--- src/rtl/instruction_fetch.sv ---
// instruction_fetch
// -----------------
// Fetch stage front end between the program counter and decode. It issues one
// single-word Wishbone-classic read per instruction. It hands the returned word to
// decode over a valid/ready handshake. It pulses pc_count when decode takes the
// word, so the program counter advances.
//
// Ports
//   clk, reset   : clock and synchronous active-high reset
//   pc           : current program counter (byte address)
//   pc_count     : advance PC by 4 (combinational, one-cycle pulse)
//   flush        : redirect, discard any in-flight or held fetch
//   mem_cyc/stb  : bus cycle / strobe (always asserted together)
//   mem_adr      : word-aligned byte address of the read
//   mem_dat_r    : read data, valid while mem_ack is high
//   mem_ack      : read acknowledge
//   instr        : fetched word (NOP_INSTR when faulted)
//   instr_pc     : PC the instruction was fetched from
//   instr_fault  : misaligned PC or bus timeout
//   instr_valid  : instr/instr_pc/instr_fault are valid
//   instr_ready  : decode accepts this cycle
module instruction_fetch #(
  parameter int          TIMEOUT_CYCLES = 255,
  parameter logic [31:0] NOP_INSTR      = 32'h00000013
) (
  input  logic        clk,
  input  logic        reset,
  input  logic [31:0] pc,
  output logic        pc_count,
  input  logic        flush,
  output logic        mem_cyc,
  output logic        mem_stb,
  output logic [31:0] mem_adr,
  input  logic [31:0] mem_dat_r,
  input  logic        mem_ack,
  output logic [31:0] instr,
  output logic [31:0] instr_pc,
  output logic        instr_fault,
  output logic        instr_valid,
  input  logic        instr_ready
);

  // The counter only has to reach TIMEOUT_CYCLES-1. Keep at least one bit so
  // the design still elaborates when the timeout is disabled.
  localparam int CW = (TIMEOUT_CYCLES > 1) ? $clog2(TIMEOUT_CYCLES) : 1;
  localparam logic [CW-1:0] LAST_COUNT =
    CW'((TIMEOUT_CYCLES > 0) ? TIMEOUT_CYCLES - 1 : 0);

  typedef enum logic [1:0] {
    IDLE,
    REQ,
    DISCARD,
    HOLD
  } state_t;

  state_t      state_q, state_n;
  logic        bus_q, bus_n;
  logic [31:0] adr_q, adr_n;
  logic [31:0] instr_q, instr_n;
  logic [31:0] instr_pc_q, instr_pc_n;
  logic        fault_q, fault_n;
  logic        valid_q, valid_n;
  logic [CW-1:0] count_q, count_n;
  logic        timeout_hit;

  assign timeout_hit = (TIMEOUT_CYCLES != 0) && (count_q == LAST_COUNT);

  assign mem_cyc     = bus_q;
  assign mem_stb     = bus_q;
  assign mem_adr     = adr_q;
  assign instr       = instr_q;
  assign instr_pc    = instr_pc_q;
  assign instr_fault = fault_q;
  assign instr_valid = valid_q;

  // The word leaves on the same edge the program counter steps. A redirect
  // suppresses the step because execute is loading the PC in that cycle.
  assign pc_count = valid_q & instr_ready & ~flush;

  // State and output registers. A reset drops the bus cycle at once. The
  // interconnect shares this reset, so no stale ack follows.
  always_ff @(posedge clk) begin
    if (reset) begin
      state_q    <= IDLE;
      bus_q      <= 1'b0;
      adr_q      <= '0;
      instr_q    <= '0;
      instr_pc_q <= '0;
      fault_q    <= 1'b0;
      valid_q    <= 1'b0;
      count_q    <= '0;
    end else begin
      state_q    <= state_n;
      bus_q      <= bus_n;
      adr_q      <= adr_n;
      instr_q    <= instr_n;
      instr_pc_q <= instr_pc_n;
      fault_q    <= fault_n;
      valid_q    <= valid_n;
      count_q    <= count_n;
    end
  end

  // Next-state and next-output logic. Every register holds its value unless
  // a state below changes it. This keeps adr/stb stable while a request waits.
  always_comb begin
    state_n    = state_q;
    bus_n      = bus_q;
    adr_n      = adr_q;
    instr_n    = instr_q;
    instr_pc_n = instr_pc_q;
    fault_n    = fault_q;
    valid_n    = valid_q;
    count_n    = count_q;

    unique case (state_q)
      IDLE: begin
        if (flush) begin
          state_n = IDLE;
        end else if (pc[1:0] != 2'b00) begin
          // A misaligned PC never reaches the bus. Report it as a faulted
          // word so decode can raise the exception in program order.
          state_n    = HOLD;
          instr_n    = NOP_INSTR;
          instr_pc_n = pc;
          fault_n    = 1'b1;
          valid_n    = 1'b1;
        end else begin
          state_n    = REQ;
          bus_n      = 1'b1;
          adr_n      = pc;
          instr_pc_n = pc;
          count_n    = '0;
        end
      end

      REQ: begin
        count_n = count_q + 1'b1;
        if (mem_ack && !flush) begin
          state_n = HOLD;
          bus_n   = 1'b0;
          instr_n = mem_dat_r;
          fault_n = 1'b0;
          valid_n = 1'b1;
        end else if (mem_ack) begin
          state_n = IDLE;
          bus_n   = 1'b0;
        end else if (flush) begin
          // The slave is already committed to this read. Keep the strobe up
          // until it answers, then throw the data away.
          state_n = DISCARD;
        end else if (timeout_hit) begin
          state_n = HOLD;
          bus_n   = 1'b0;
          instr_n = NOP_INSTR;
          fault_n = 1'b1;
          valid_n = 1'b1;
        end
      end

      DISCARD: begin
        count_n = count_q + 1'b1;
        if (mem_ack || timeout_hit) begin
          state_n = IDLE;
          bus_n   = 1'b0;
        end
      end

      HOLD: begin
        if (flush || instr_ready) begin
          state_n = IDLE;
          valid_n = 1'b0;
        end
      end

      default: begin
        state_n = IDLE;
      end
    endcase
  end

endmodule

--- config.mk ---
export PLATFORM = sky130hd
export DESIGN_NAME = instruction_fetch
export DESIGN_NICKNAME = d
export VERILOG_FILES = /design/src/rtl/instruction_fetch.sv
export SDC_FILE = /design/constraint.sdc
export NUM_CORES = 1
export LEC_CHECK = 0
export CELL_PAD_IN_SITES_DETAIL_PLACEMENT = 0
export CELL_PAD_IN_SITES_GLOBAL_PLACEMENT = 1
export CORE_MARGIN = 4
export CORE_UTILIZATION = 28
export CTS_CLUSTER_DIAMETER = 120
export DETAILED_ROUTE_END_ITERATION = 8
export HOLD_SLACK_MARGIN = 0.03
export PLACE_DENSITY_LB_ADDON = 0.1
export SYNTH_ARGS = -nofsm -noshare
export SYNTH_HDL_FRONTEND = slang
export SYNTH_SLANG_ARGS = --single-unit
--- constraint.sdc ---
create_clock -name clk -period 1.8 [get_ports clk]
set_input_delay 0.18 -clock clk [delete_from_list [all_inputs] [get_ports clk]]
set_output_delay 0.18 -clock clk [all_outputs]
set_load 0.005 [all_outputs]
==> impl_metrics.py <==
metrics = {
    "global_routing": {
        "global_route_wire_length_before_repair_um": 19220,
        "grt_antenna_before_repair": 0,
        "global_route.overflow_total": 0,
        "total_global_route_track_usage": 0.1471,
        "pin_count_of_the_biggest_net_entering_global_routing": 61,
        "first_global_vias": 3693,
    },
    "detailed_routing": {
        "drt-total-wl_um": 12310,
        "avgViaCountPerCell": 4.641,
        "detail_route.iter0.violations": 108,
        "drtAntennaViolNets": 0,
        "detailedRoute.firstPassIterationCount": 4,
        "detailroute.via_count": 3796,
        "route.detailed.drc": 0,
        "wire_per_inst_um": 15.04,
    },
    "timing": {
        "timing.slew.headroom": 0.7391,
        "skew_ns": 0.007554,
        "report.final.slew_viol_count": 0,
        "setup_viol_count_final": 0,
        "fmax_mhz": 583.3,
        "tns_ns": 0,
        "tightest_slew_ns": 0.3914,
        "finalHoldViolCount": 0,
        "layout_min_cycle_time_ns": 1.714,
        "min_period_over_period": 0.9524,
        "worst_slack_ns": 0.08565,
    },
    "synth": {
        "ys_dominant_reg_cell": "dfxtp_1",
        "netlist_instances": 447,
        "synth-edff-count": 0,
        "synth_xor_area_frac": 0.01298,
        "synth.net_count": 523,
        "postSynthAreaPerCell_um2": 9.055,
        "synth_simple_gate_area_share": 0.1833,
        "ys_top_cells_by_area": "dfxtp_1 54%, nand2_1 12%, a21oi_1 8.0%",
        "synth_top_area_frac": 0.5391,
        "async_reset_ff_frac": 0,
        "syn_area_um2": 4048,
        "yosys.area.top_type": "dfxtp_1",
        "seq_area_frac_synth": 0.5391,
        "synth_compound_gate_area_share": 0.1975,
        "synth_cell_types": 51,
        "adder_and_majority_cell_fraction_of_the_synthesized_area": 0.02164,
        "yosys_warnings": 0,
        "muxShareOfSynthArea": 0.005255,
        "dominant_combinational_cell_family_by_area_after_synthesis": "compound AO/OA/AOI/OAI gates",
        "yosys_register_bits": 109,
    },
    "finish": {
        "final_cell_mix": "167 x clkdlybuf4s50_1, 127 x nand2_1, 107 x dfxtp_1",
        "finish.utilization": 0.4702,
        "layout_commonest_cell": "clkdlybuf4s50_1",
        "final_cells": 818,
        "filler_cell_count": 1335,
        "drive_above_1_share": 0.1238,
        "area.growth.synth_to_final_pct": 63.12,
        "design_area_um2": 6603,
        "total_nets_final": 709,
        "insertedDiodeCount": 0,
    },
    "clock_network": {
        "insertion_delay_of_the_later_clocked_pin_in_the_worst_skew_pair_ns": 0.35,
        "clkTransAtPathRegs_ns": 0.07,
        "htreeDepth": 3,
        "cts-root-to-sink-buffers": 2,
        "clock_sink_count": 109,
        "cts_tree": "built",
        "cts-root-buf": "clkbuf_16",
        "clock_buffer_count_from_cts": 9,
    },
    "pwr": {
        "vdd.ir_drop.worst_mv": 0.5587,
        "pwr_density_cell_nw_per_um2": 886.4,
        "power.leakage_nw": 2.472,
    },
    "critical_path": {
        "startpoint_type": "register",
        "path_common_cell": "buf_6",
        "cpLargestDelayFamily": "buffers and inverters",
        "sequence_of_cells_on_the_critical_path": "buf_4, ha_2, buf_6, or3b_4, nor2_4, buf_6, clkbuf_16, a22o_1",
        "crit_slowest_cell": "or3b_4",
        "cp.arrival_ns": 2.01,
        "timing.critical_path.required_ns": 2.09,
        "critical_setup_path_class": "register to register",
        "crit_path_end_kind": "register",
        "worst-path-max-fanout": 7,
        "cp_slowest_stage_delay_ns": 0.40,
        "timing.critical_path.buf_inv": 4,
    },
    "die": {
        "core-area_um2": 14040,
        "initial_utilization": 0.2882,
        "die-height_um": 128.2,
        "chipWidth_um": 128.2,
        "die-area_um2": 16440,
        "ios": 170,
        "rows": 43,
    },
    "place": {
        "dpl.cell_count": 800,
        "final_wtd_congestion": 0.7419,
        "port_buf_inserts": 169,
        "dpl_cell_area_um2": 6155,
        "dpl.hpwl_um": 8714,
        "pre_cts_ws_ns": -0.2059,
    },
    "run_status": {
        "run_status": "complete, no violations",
    },
    "run": {
        "total_of_max_cap_violations": 0,
    },
    "hold_path": {
        "hold_path_class": "input pin to register",
    },
}
metal layers:
layer,share of wire,vias up,track usage
li1,-,1896,-
met1,0.45,1768,0.1886
met2,0.45,124,0.2253
met3,0.089,8,0.06583
met4,0.011,0,0.03808
met5,0,-,0
cell families (layout without fill, tap and decap cells):
family	after synthesis	count (layout)
compound gates	118	118
fa+ha+maj	7	7
mux	2	2
flops	109	109
xor+xnor	6	6
simple gates	169	169
buf+inv	36	227
path summary, 6_finish.rpt:
check	startpoint	endpoint	slack [ns]	depth (start not counted)
min reg2reg	mem_adr[23]	mem_adr[23]	0.45	2
max reg2reg	state_q[0]	instr[17]	0.09	8
min	reset	count_q[1]	0.20	2
max	state_q[0]	instr[17]	0.09	8
where the power goes:
part           internal (W)  switching (W)
clock               0.00137       0.000874
sequential          0.00253      0.0000645
combinational      0.000580       0.000430
total               0.00448        0.00137
worst register-to-register path: cells and delay by family, from the launching register on:
family                     cells  cell delay (ns)
adders and majority gates      1             0.18
AOI/OAI and AO/OA              1             0.12
and+or+nand+nor                2             0.51
buffers and inverters          4             0.52
DFF                            1             0.34
metrics by stage:
stage	hold slack, ns	total power, W
finish	0.2004	0.005853
global route	0.2193	0.006155
CTS	0.1943	0.005947
detailed placement	0.4465	0.003647
global placement	0.4430	0.003640
floorplan	0.3055	0.003040
cells in the mapped netlist, types with 2 or more instances:
library cell  number
nand2_1          127
dfxtp_1          109
a21oi_1           65
a22o_1            29
clkbuf_1          20
nor2_1            14
buf_2              7
ha_1               7
inv_1              5
nor2b_1            5
nand2b_1           4
o21ai_0            4
buf_4              3
o221a_2            3
xnor2_1            3
xor2_1             3
and3_1             2
nand3_1            2
nor3_1             2
o2111ai_1          2
cell type report:
type	count	area (um2)	area share
Clock inverter	3	65.06	0.009854
Inverter	5	18.77	0.002843
Multi-Input combinational cell	302	1774	0.2687
Timing Repair Buffer	206	2054	0.3112
Clock buffer	13	280.3	0.04245
Tap cell	180	225.2	0.03411
Sequential cell	109	2185	0.3309
registers in the layout, indices dropped and copies added (netlist names):
register,flops
instr_fault,1
mem_adr,32
instr_valid,1
count_q,8
instr,32
mem_cyc,1
instr_pc,32
state_q,2
timing repair:
action	in CTS	in global routing
buffers inserted	2	0
setup endpoints to repair	61	63
pin swaps	1	6
gates resized for setup	9	12
hold buffers	0	0
cloned	1	1
Note: power is estimated with default switching activity, not from simulation.
